### src/rtl/dot_accumulate_if.sv
// dot_accumulate_if: beat/result handshake bundle for dot_accumulate.
// Ports: in_valid/in_ready/mult_in upstream; out_valid/out_ready/dot_out
// downstream; dot_ovf only when DOT_SATURATE_EN is defined.
interface dot_accumulate_if #(
  parameter int Nbits = 4,
  parameter int Ndata = 3,
  parameter int Nacc  = 12
);
  logic                     in_valid;
  logic                     in_ready;
  logic [Ndata*2*Nbits-1:0] mult_in;
  logic                     out_valid;
  logic                     out_ready;
  logic [Nacc-1:0]          dot_out;
`ifdef DOT_SATURATE_EN
  logic                     dot_ovf;

  modport master (
    output in_valid, mult_in, out_ready,
    input  in_ready, out_valid, dot_out, dot_ovf
  );

  modport slave (
    input  in_valid, mult_in, out_ready,
    output in_ready, out_valid, dot_out, dot_ovf
  );
`else
  modport master (
    output in_valid, mult_in, out_ready,
    input  in_ready, out_valid, dot_out
  );

  modport slave (
    input  in_valid, mult_in, out_ready,
    output in_ready, out_valid, dot_out
  );
`endif
endinterface

### src/rtl/dot_accumulate.sv
// dot_accumulate: sums Ndata product lanes per beat and accumulates
// Nbeats beats into one registered dot-product result.
// Ports: clk, rst (async, active high), clear (sync abort), bus (slave).
// Optional: DOT_SATURATE_EN makes each step saturate and adds bus.dot_ovf.
module dot_accumulate #(
  parameter int Nbits  = 4,
  parameter int Ndata  = 3,
  parameter int Nbeats = 3,
  parameter int Nacc   = 12
) (
  input  logic              clk,
  input  logic              rst,
  input  logic              clear,
  dot_accumulate_if.slave   bus
);

  localparam int PW = 2 * Nbits;
  localparam int CW = (Nbeats > 1) ? $clog2(Nbeats) : 1;
  localparam logic [CW-1:0] LAST = CW'(Nbeats - 1);

`ifdef DOT_SATURATE_EN
  // Wide enough that base + every lane can never wrap before the
  // saturation compare.
  localparam int SW = Nacc + PW + $clog2(Ndata + 1) + 1;
`else
  localparam int SW = Nacc;
`endif

  typedef enum logic {
    EMPTY,
    FULL
  } ostate_t;

  ostate_t         r_ost;
  ostate_t         w_ost_nxt;
  logic [CW-1:0]   r_cnt;
  logic [Nacc-1:0] r_acc;
  logic [Nacc-1:0] r_dot;

  logic [SW-1:0]   w_lanesum;
  logic [SW-1:0]   w_sum;
  logic [Nacc-1:0] w_step;
  logic            w_first;
  logic            w_last;
  logic            w_full;
  logic            w_ready;
  logic            w_beat;
  logic            w_fin;
  logic            w_take;

  always_comb begin
    w_lanesum = '0;
    for (int i = 0; i < Ndata; i++) begin
      w_lanesum = w_lanesum + SW'(bus.mult_in[i*PW +: PW]);
    end
  end

  assign w_first = (r_cnt == '0);
  assign w_last  = (r_cnt == LAST);
  assign w_full  = (r_ost == FULL);

  // Only the final beat must wait for the output register to drain.
  assign w_ready = !clear && !(w_full && !bus.out_ready && w_last);
  assign w_beat  = bus.in_valid && w_ready;
  assign w_fin   = w_beat && w_last;
  assign w_take  = w_full && bus.out_ready;

  assign w_sum = (w_first ? '0 : SW'(r_acc)) + w_lanesum;

`ifdef DOT_SATURATE_EN
  logic r_ovf_run;
  logic r_ovf;
  logic w_ovf;
  logic w_ovf_tot;

  assign w_ovf     = (w_sum > SW'({Nacc{1'b1}}));
  assign w_step    = w_ovf ? {Nacc{1'b1}} : w_sum[Nacc-1:0];
  assign w_ovf_tot = (!w_first && r_ovf_run) || w_ovf;

  always_ff @(posedge clk or posedge rst) begin
    if (rst) begin
      r_ovf_run <= 1'b0;
    end else if (clear) begin
      r_ovf_run <= 1'b0;
    end else if (w_beat && !w_last) begin
      r_ovf_run <= w_ovf_tot;
    end
  end

  always_ff @(posedge clk or posedge rst) begin
    if (rst) begin
      r_ovf <= 1'b0;
    end else if (w_fin) begin
      r_ovf <= w_ovf_tot;
    end
  end

  assign bus.dot_ovf = r_ovf;
`else
  assign w_step = w_sum;
`endif

  always_ff @(posedge clk or posedge rst) begin
    if (rst) begin
      r_cnt <= '0;
      r_acc <= '0;
    end else if (clear) begin
      r_cnt <= '0;
      r_acc <= '0;
    end else if (w_beat) begin
      if (w_last) begin
        r_cnt <= '0;
      end else begin
        r_acc <= w_step;
        r_cnt <= r_cnt + CW'(1);
      end
    end
  end

  always_ff @(posedge clk or posedge rst) begin
    if (rst) begin
      r_dot <= '0;
    end else if (w_fin) begin
      r_dot <= w_step;
    end
  end

  always_ff @(posedge clk or posedge rst) begin
    if (rst) begin
      r_ost <= EMPTY;
    end else begin
      r_ost <= w_ost_nxt;
    end
  end

  // A take and a new final beat in the same cycle keeps FULL.
  always_comb begin
    w_ost_nxt = r_ost;
    unique case (r_ost)
      EMPTY: begin
        if (w_fin) begin
          w_ost_nxt = FULL;
        end
      end
      FULL: begin
        if (w_take && !w_fin) begin
          w_ost_nxt = EMPTY;
        end
      end
    endcase
  end

  assign bus.in_ready  = w_ready;
  assign bus.out_valid = w_full;
  assign bus.dot_out   = r_dot;

endmodule

### src/flat_wrapper.sv
// flat-port wrapper written by rule: the top's interface ports become plain ports
module dot_accumulate_flat 
#(
  parameter int Nbits  = 4,
  parameter int Ndata  = 3,
  parameter int Nbeats = 3,
  parameter int Nacc   = 12
)
  (clk, rst, clear, bus_in_valid, bus_mult_in, bus_out_ready, bus_in_ready, bus_out_valid, bus_dot_out);
  dot_accumulate_if #(.Nbits(Nbits), .Ndata(Ndata), .Nacc(Nacc)) bus_i ();
  input  logic clk;
  input  logic rst;
  input  logic clear;
  input wire logic [$bits(bus_i.in_valid)-1:0] bus_in_valid;
  input wire logic [$bits(bus_i.mult_in)-1:0] bus_mult_in;
  input wire logic [$bits(bus_i.out_ready)-1:0] bus_out_ready;
  output wire logic [$bits(bus_i.in_ready)-1:0] bus_in_ready;
  output wire logic [$bits(bus_i.out_valid)-1:0] bus_out_valid;
  output wire logic [$bits(bus_i.dot_out)-1:0] bus_dot_out;
  assign bus_i.in_valid = bus_in_valid;
  assign bus_i.mult_in = bus_mult_in;
  assign bus_i.out_ready = bus_out_ready;
  assign bus_in_ready = bus_i.in_ready;
  assign bus_out_valid = bus_i.out_valid;
  assign bus_dot_out = bus_i.dot_out;
  dot_accumulate #(.Nbits(Nbits), .Ndata(Ndata), .Nbeats(Nbeats), .Nacc(Nacc)) u_core (.clk(clk), .rst(rst), .clear(clear), .bus(bus_i));
endmodule
### config.mk
export PLATFORM = sky130hd
export DESIGN_NAME = dot_accumulate_flat
export DESIGN_NICKNAME = d
export VERILOG_FILES = /design/src/rtl/dot_accumulate_if.sv /design/src/rtl/dot_accumulate.sv /design/src/flat_wrapper.sv
export SDC_FILE = /design/constraint.sdc
export NUM_CORES = 1
export LEC_CHECK = 0
export ABC_AREA = 1
export ABC_CLOCK_PERIOD_IN_PS = 2850
export CAP_MARGIN = 20
export CORE_MARGIN = 3
export CORE_UTILIZATION = 52
export CTS_CLUSTER_SIZE = 16
export DETAILED_ROUTE_END_ITERATION = 7
export PLACE_DENSITY_LB_ADDON = 0.12
export SKIP_CTS_REPAIR_TIMING = 1
export SLEW_MARGIN = 20
export SYNTH_ARGS = -nofsm -noshare
export SYNTH_HDL_FRONTEND = slang
export SYNTH_SLANG_ARGS = --single-unit
### constraint.sdc
create_clock -name clk -period 2.85 [get_ports clk]
set_input_delay 0.57 -clock clk [delete_from_list [all_inputs] [get_ports clk]]
set_output_delay 0.57 -clock clk [all_outputs]
set_load 0.02 [all_outputs]
==> flow_summary_export.csv <==
group,metric,value,unit
critical_path,critPathMaxFanout,4,
clock_tree,cts_tree,"built",
synthesis,ys_seq_elements,27,
routing,ant_nets,0,
synthesis,ys_seq_area_share,30.7,%
timing,worst_slack,-0.178,ns
timing,max_freq,330,MHz
cells_and_area,final_cell_mix,"nand2_1 (78), inv_1 (42), clkdlybuf4s50_1 (28), dfrtp_1 (27), buf_4 (23)",
clock_tree,root_buffer,"clkbuf_8",
cells_and_area,areaGrowthSynthToFinish,53.8,%
synthesis,synth_cell_type_count,26,
pwr,p_int,1.60,mW
timing,period_share,106,%
synthesis,synth_fp_nets,358,
cells_and_area,num_antenna_cells,0,
routing,drc,0,
routing,wl,6.67,mm
floorplanning,row_count,23,
timing,worst_slew_pin_slew,0.338,ns
pwr,power_frac_comb,72.9,%
cells_and_area,drive_gt1_share,32.2,%
global_routing,grt_max_degree,28,
clock_tree,clockBufferDepth,2,
routing,dr_total_vias,2273,
timing,final.setup_skew,0.00353,ns
clock_tree,cts_sinks,27,
pwr,cellPowerDensity,896,mW/mm^2
clock_tree,htreeDepth,1,
timing,slew_violations,0,
cells_and_area,fin_area,0.00339,sq mm
placed_design,dp_hpwl,4.26,mm
floorplanning,core_area,0.00403,sq mm
global_routing,track_usage,21.4,%
global_routing,grt_pass1_wl,8.83,mm
cells_and_area,nNetsFinal,427,
critical_path,required,3.07,ns
clock_tree,clk_latency,0.28,ns
routing,first_iter_violations,108,
global_routing,grt-ovfl-total,0,
pwr,p_clk_share,7.5,%
synthesis,synth_area_per_cell,7.31,sq um
pwr,power.switching,1.43,mW
synthesis,synth_area,0.00220,sq mm
timing,final_hold_viol_count,0,
critical_path,start_kind,"input pin",
clock_tree,cts.clk_slew.worst_paths,0.10,ns
run_status,failed_checks,"setup timing",
floorplanning,fp.dieH,71.1,microns
floorplanning,start_util,54.6,%
synthesis,synthArstFlopShare,100,%
clock_tree,cts_buffers,3,
cells_and_area,layout_commonest_cell,"nand2_1",
floorplanning,num_io_pins,43,
routing,drtPass1Iterations,4,
timing,rsz0062_at_grt,"yes",
routing,wl_per_cell,15.9,microns
timing,setup_viol,13,
cells_and_area,fillers,225,
pwr,p_leak,1.78,nW
routing,viasPerCell,5.42,
synthesis,synthFlopType,"dfrtp_1",
critical_path,cp.arrival,3.25,ns
pwr,vdd_ir_drop_max,0.000545,V
synthesis,ys_warn_count,0,
global_routing,antenna_found_initial,0,
worst_hold_path,hp-class,"reg -> reg",
placed_design,place.gp.congestion,0.948,
flow_run,drv.max_cap_violation_count,0,
synthesis,synth_cells,301,
critical_path,path_class,"in -> reg",
pwr,p_seq_share,19.6,%
synthesis,synth_enable_flop_cells,0,
placed_design,io_buffer_count,42,
pwr,switching_share,47.3,%
floorplanning,dieWidth,71.1,microns
critical_path,critPathCaptureType,"flop",
timing,period_needed,3.03,ns
run_status,outcome,"complete, but fails checks",
floorplanning,die-area,0.00505,sq mm
global_routing,first_global_vias,2047,
placed_design,dpl_cell_area,0.00295,sq mm
timing,slew_headroom,77.4,%
pwr,power,3.03,mW
-- layer usage --
metal | vias up | share of wire, % | wire, microns | global-route usage [%]
met1 | 1089 | 39 | 2580 | 28.6
met3 | 22 | 4.5 | 301 | 3.27
met5 | - | 0 | 0 | 0
met4 | 0 | 3.6 | 240 | 5.22
li1 | 1081 | - | - | -
met2 | 81 | 53 | 3550 | 36.5
-- cell usage after synthesis, types with 3 or more instances --
master    n  area (sq um)
nand2_1  97           364
inv_1    52           195
dfrtp_1  27           676
nand3_1  25           125
ha_1     18           225
nor2_1   14          52.6
a21oi_1  11          55.1
o21ai_0  11          55.1
fa_1     10           200
xnor2_1   7          61.3
nand4_1   5          31.3
inv_2     4          15.0
o21ai_1   3          15.0
-- cells by family (layout without fill, tap and decap cells) --
group                    count (synthesis)  count (layout)  share of synthesized area, %
AND/OR/NAND/NOR                        149             149                          29.0
buffers and inverters                   58             126                          10.1
AO/OA/AOI/OAI                           30              30                          7.28
adder cells (fa/ha/maj)                 28              28                          19.3
flip-flops                              27              27                          30.7
XOR/XNOR                                 9               9                          3.58
-- final timing paths --
check	startpoint	to	slack, ns	depth (start not counted)
worst max register to register	u_core.r_cnt[1]	u_core.r_acc[9]	0.30	14
min in group asynchronous	rst	u_core.bus.dot_out[1]	0.64	3
worst max-delay path	bus_mult_in[8]	u_core.r_acc[11]	-0.18	19
worst min register to register	u_core.bus.dot_out[11]	u_core.bus.dot_out[11]	0.49	2
max in group asynchronous	rst	u_core.r_acc[6]	1.96	3
worst min-delay path	u_core.bus.dot_out[11]	u_core.bus.dot_out[11]	0.49	2
-- critical path, stage by stage --
cell      delay, ns
buf_6          0.07
ha_4           0.13
inv_2          0.04
fa_2           0.39
inv_2          0.06
nand4_1        0.07
o211ai_1       0.15
xnor2_1        0.13
fa_1           0.53
inv_2          0.05
ha_4           0.28
a21oi_4        0.23
buf_6          0.13
nand2_4        0.04
nand2_2        0.05
nand3_2        0.07
nand2_2        0.10
nand3_1        0.07
nand2_1        0.08
-- per-stage QoR --
step	setup TNS (ns)	util, %	instances	setup slack (ns)	hold WS, ns
2_1_floorplan	-0.261	-	301	-0.0689	0.449
3_3_place_gp	-12.70	73.1	412	-0.754	0.467
3_5_place_dp	-13.60	73.1	412	-0.798	0.470
4_1_cts	-7.83	74.3	416	-0.505	0.495
5_1_grt	-3.42	84.0	419	-0.320	0.514
6_report	-1.50	84.0	419	-0.178	0.490
-- area by class of cell --
type	instances	area [sq um]	area share (%)
clock buffers	3	41.3	1.22
clock inverters	1	7.51	0.222
inverters	56	210	6.21
multi-input cells	216	1750	51.7
flip-flops and latches	27	676	20.0
well taps	50	62.6	1.85
repair buffers	66	637	18.8
-- flip-flops by register name, indices dropped and copies added (netlist names) --
register,count
u_core.r_acc,12
u_core.r_cnt,2
u_core.bus.out_valid,1
u_core.bus.dot_out,12
-- power by group through the flow --
stage | logic (mW) | registers, mW | clock network (mW)
6_report | 2.21 | 0.596 | 0.228
5_1_grt | 2.39 | 0.610 | 0.243
4_1_cts | 1.70 | 0.594 | 0.226
3_5_place_dp | 1.68 | 0.600 | 0
3_3_place_gp | 1.64 | 0.598 | 0
2_1_floorplan | 1.00 | 0.676 | 0
(Power assumes the default switching activity.)
